===== src/rtl/adc_acc_unit.sv =====
// adc_acc_unit: accumulate stage around an external 32-bit add/subtract unit.
// Drives the adder from the accumulator and the operand stream, folds each
// accepted result back into the accumulator, collects sticky carry/overflow
// and presents the final value on a valid/ready result port.
// Optional feature: define ADC_ACC_SAT_EN to saturate the accumulator on
// signed overflow instead of wrapping.
module adc_acc_unit (
    input  logic        clk,
    input  logic        rst_n,
    input  logic        start,
    input  logic [7:0]  len,
    input  logic [31:0] init,
    input  logic        b_valid,
    output logic        b_ready,
    input  logic [31:0] b_data,
    input  logic        b_sub,
    output logic [31:0] adc_A,
    output logic [31:0] adc_B,
    output logic        adc_C0,
    input  logic [32:0] adc_S,
    output logic        res_valid,
    input  logic        res_ready,
    output logic [31:0] res_data,
    output logic        res_c,
    output logic        res_v,
    output logic        res_z,
    output logic        res_n,
    output logic        busy
);

    typedef enum logic [1:0] {IDLE, ACC, DONE} state_t;

    state_t      r_state;
    logic [31:0] r_acc;
    logic [7:0]  r_cnt;
    logic [7:0]  r_len;
    logic        r_c;
    logic        r_v;
    logic        r_b_ready;
    logic        r_res_valid;
    logic        r_busy;

    logic        w_ovf;
    logic [31:0] w_acc_nxt;
    logic [7:0]  w_cnt_nxt;

    assign adc_A     = r_acc;
    assign adc_B     = b_data;
    assign adc_C0    = b_sub;
    assign b_ready   = r_b_ready;
    assign res_valid = r_res_valid;
    assign busy      = r_busy;
    assign res_data  = r_acc;
    assign res_c     = r_c;
    assign res_v     = r_v;
    assign res_z     = (r_acc == 32'd0);
    assign res_n     = r_acc[31];
    assign w_cnt_nxt = r_cnt + 8'd1;

    // Signed overflow of the adder result and the value folded back into acc
    always_comb begin
        w_ovf = (adc_S[31] != r_acc[31]) &&
                (b_sub ? (r_acc[31] != b_data[31]) : (r_acc[31] == b_data[31]));
`ifdef ADC_ACC_SAT_EN
        w_acc_nxt = w_ovf ? (r_acc[31] ? 32'h8000_0000 : 32'h7FFF_FFFF) : adc_S[31:0];
`else
        w_acc_nxt = adc_S[31:0];
`endif
    end

    // Run control FSM with registered handshake/status outputs
    always_ff @(posedge clk or negedge rst_n) begin
        if (!rst_n) begin
            r_state     <= IDLE;
            r_acc       <= 32'd0;
            r_cnt       <= 8'd0;
            r_len       <= 8'd0;
            r_c         <= 1'b0;
            r_v         <= 1'b0;
            r_b_ready   <= 1'b0;
            r_res_valid <= 1'b0;
            r_busy      <= 1'b0;
        end else begin
            case (r_state)
                IDLE: if (start) begin
                    r_acc  <= init;
                    r_len  <= len;
                    r_cnt  <= 8'd0;
                    r_c    <= 1'b0;
                    r_v    <= 1'b0;
                    r_busy <= 1'b1;
                    if (len != 8'd0) begin
                        r_state   <= ACC;
                        r_b_ready <= 1'b1;
                    end else begin
                        r_state     <= DONE;
                        r_res_valid <= 1'b1;
                    end
                end
                ACC: if (b_valid) begin
                    r_acc <= w_acc_nxt;
                    r_c   <= r_c | adc_S[32];
                    r_v   <= r_v | w_ovf;
                    r_cnt <= w_cnt_nxt;
                    if (w_cnt_nxt == r_len) begin
                        r_state     <= DONE;
                        r_b_ready   <= 1'b0;
                        r_res_valid <= 1'b1;
                    end
                end
                DONE: if (res_ready) begin
                    r_state     <= IDLE;
                    r_res_valid <= 1'b0;
                    r_busy      <= 1'b0;
                end
                default: begin
                    r_state     <= IDLE;
                    r_b_ready   <= 1'b0;
                    r_res_valid <= 1'b0;
                    r_busy      <= 1'b0;
                end
            endcase
        end
    end

endmodule

===== config.mk =====
export PLATFORM = sky130hd
export DESIGN_NAME = adc_acc_unit
export DESIGN_NICKNAME = d
export VERILOG_FILES = /design/src/rtl/adc_acc_unit.sv
export SDC_FILE = /design/constraint.sdc
export NUM_CORES = 1
export LEC_CHECK = 0
export CAP_MARGIN = 20
export CORE_MARGIN = 2
export CORE_UTILIZATION = 37
export CTS_CLUSTER_SIZE = 10
export DETAILED_ROUTE_END_ITERATION = 16
export PLACE_DENSITY_LB_ADDON = 0.25
export REMOVE_ABC_BUFFERS = 1
export SLEW_MARGIN = 10
export SYNTH_ARGS = -nofsm -noshare
export SYNTH_HDL_FRONTEND = slang
export SYNTH_SLANG_ARGS = --single-unit

===== constraint.sdc =====
create_clock -name clk -period 2.18 [get_ports clk]
set_input_delay 0.327 -clock clk [delete_from_list [all_inputs] [get_ports clk]]
set_output_delay 0.327 -clock clk [all_outputs]
set_load 0.05 [all_outputs]

==> summary.md <==
| Metric | Value |
|---|---|
| Outcome | finished, final reports clean |
| Cells after Synth | ~350 |
| Total gr overflow | 0 |
| Layout Skew | roughly 0.018 ns |
| Largest family of logic cells by synthesized area | buffers and inverters |
| Num CTS Buffers | 5 |
| Worst path max stage delay | 0.43 ns |
| Post-synthesis mux area share | 7.93% |
| Hold_ws | approximately 0.045 ns |
| Cells after DPL | 543 |
| Critical Path Start Type | register |
| Clock root cell | clkbuf_8 |
| Syn_area_per_cell | around 9.3 µm² |
| RSZ-0062 raised after global routing | false |
| Share of layout cells above drive strength 1 | roughly a tenth |
| Clk slew on worst S/H paths | 0.09 ns |
| Initial Util | around 38% |
| Final Max Slew Viols | 0 |
| Leak Pwr | between 2 and 2.5 nW |
| Die Y | 98.2 µm |
| Final setup viols | 0 |
| DP HPWL | between 7000 and 8000 µm |
| Most common cell after layout, fill and taps aside | clkdlybuf4s50_1 |
| Worst skew pair latency | approximately 0.32 ns |
| Critical path arrival | 1.66 ns |
| Slew headroom | a little under three fifths |
| Core Footprint | 8680 µm² |
| Seq cells post-synth | 55 |
| Slowest CP cell | dfrtp_1 |
| TritonCTS Sinks | between 50 and 60 |
| Die footprint | 9640 µm² |
| Post-synth ARST share | 100% |
| Mapped Area | 3280 µm² |
| Gr usage total | between 10% and 20% |
| Sequential fraction of the synthesis area | 41.9% |
| Hold Crit Class | input pin to async pin |
| R2R depth | 6 |
| DRT iter0 DRCs | between 100 and 150 |
| Synth Area in XOR/XNOR | ~3.5% |
| Max cap viols | 0 |
| Hold Vio Cnt, Final | 0 |
| Most frequent cells in the layout | 148 x clkdlybuf4s50_1, 56 x nand2_1, 55 x dfrtp_1 |
| Worst R2R End | res_valid$_DFFE_PN0P_ |
| Site Rows | 34 |
| Critical path type | register to output pin |
| Total power draw | about 6.8 mW |
| Worst-path maximum fanout | 4 |
| H-tree depth | 2 |
| Router iterations before antenna repair | 4 |
| Post-route DRC | 0 |
| Critical path required time | roughly 1.9 ns |
| Worst-Margin Slew | 0.657 ns |
| Layout area overhead | 40.9% |
| Compound-cell area share of the yosys netlist | 14.0% |
| Global-route wire length before repair | between 15000 and 20000 µm |
| Simple-gate portion of the synthesized area | 14.1% |
| NumNets Final | approximately 550 |
| Worst setup EP type | output pin |
| Vias in the first global route | around 2900 |
| Reg2reg start | r_cnt[1]$_DFFE_PN0P_ |
| CTS tree | built |
| Fmax | between 0.5 and 0.6 GHz |
| Yosys warning count | 0 |
| R2R setup slack | 0.24 ns |
| Final WS setup | ~0.19 ns |
| Via Count | about 2800 |
| I/O pins | 215 |
| Max VDD drop | between 800 and 900 µV |
| Largest net degree at the start of global routing | 32 |
| Ant. Diodes | 0 |
| Initial antenna violation count | 0 |
| Routed vias/inst | slightly above 5 |
| Placer Congestion | around 0.83 |
| Tcrit/Tclk final | around nine tenths |
| CP cell instances | nor4_2 -> nand4_1 -> nor2_1 -> buf_12 |
| PortBufs | 152 |
| WL per Instance | between 15 and 20 µm |
| Clock Tree Buf Depth | 2 |
| Synthesized-area fraction occupied by adder cells | less than 1% |
| Distinct cells, synth | 43 |
| Routed Antenna Nets | 0 |
| Final Routed Wirelength | between 9000 and 10000 µm |
| Die width | between 90 and 100 µm |
| Final Critical Period | slightly below 2 ns |
| Place WS | about 0.11 ns |
| Finished Layout Cells | around 550 |
| PwrDens | between 1000 and 1500 nW/µm² |
| Post-synth EDFFs | 0 |
| Most used DFF post-synth | dfrtp_1 |
area by class of cell:
class                           instances  area (µm²)
Clock inverter                          3        43.8
Inverter                                2        7.51
Sequential cell                        55        1380
Timing Repair Buffer                  166        1660
Fill cell                             797        4060
Multi-Input combinational cell        212        1330
Clock buffer                            5        68.8
Tap cell                              108         135
per-layer routing:
layer  wire length, µm  global-route usage (%)
met2              4280                    30.2
met3              1070                    10.4
met4                92                    3.79
met1              4000                    25.3
met5                41                    4.62
how the worst max path moves through the flow:
stage                                start                    to  slack (ns)  cells after the start
floorplan           r_state[0]$_DFFE_PN0P_  r_cnt[2]$_DFFE_PN0P_       -1.33                      5
global placement                     start  r_len[7]$_DFFE_PN0P_        0.15                      5
detailed placement                   start  r_len[2]$_DFFE_PN0P_        0.11                      5
CTS                  adc_A[19]$_DFFE_PN0P_                 res_z         0.1                      4
global route         adc_A[16]$_DFFE_PN0P_                 res_z        0.09                      4
finish               adc_A[16]$_DFFE_PN0P_                 res_z        0.19                      4
Yosys cell counts (all sizes together) (5+ instances only):
cell,count,area [µm²]
nor2b,5,33.8
a22oi,16,120
dfrtp,55,1380
mux2,8,90.1
clkbuf,7,26.3
xnor2,8,70.1
nor4,11,68.8
nor2,10,37.5
o21ai,28,140
mux2i,17,170
buf,78,563
xor2,5,43.8
nand2,57,216
a21oi,10,50.1
worst max-delay path: cells and delay by family, from the launching register on:
kind                   cells  cell delay, ns
buffers and inverters      1            0.17
flip-flops                 1            0.43
AND/OR/NAND/NOR            3            0.76
registers in the layout (all words and copies together) (netlist names):
name	flops
r_state	2
res_c	1
r_cnt	8
busy	1
adc_A	32
res_v	1
b_ready	1
r_len	8
res_valid	1
cell families after synthesis:
kind of cell,count (synthesis)
XOR/XNOR,13
multiplexers,25
buffers and inverters,87
AO/OA/AOI/OAI,73
adder cells (fa/ha/maj),1
AND/OR/NAND/NOR,100
flip-flops,55
timing repair:
action / in CTS / in global routing
hold buffers: 0 / 0
endpoints found under the hold margin: 0 / 0
setup endpoints to repair: 0 / 1
buffers inserted: 0 / 0
resized for setup: 0 / 1
power by group:
part           switching (mW)  internal [mW]
combinational            2.73           1.54
sequential              0.463           1.40
clock                   0.333          0.342
through the flow:
| stage | utilization (%) | TNS [ns] | area, µm² |
|---|---|---|---|
| after floorplan | - | -49.90 | 2690 |
| after global routing | 53.3 | 0 | 4620 |
| final | 53.3 | 0 | 4620 |
| after CTS | 53.2 | 0 | 4620 |
| after global placement | 51.9 | 0 | 4500 |
| after detailed placement | 51.9 | 0 | 4500 |
Note: power is estimated with default switching activity, not from simulation.
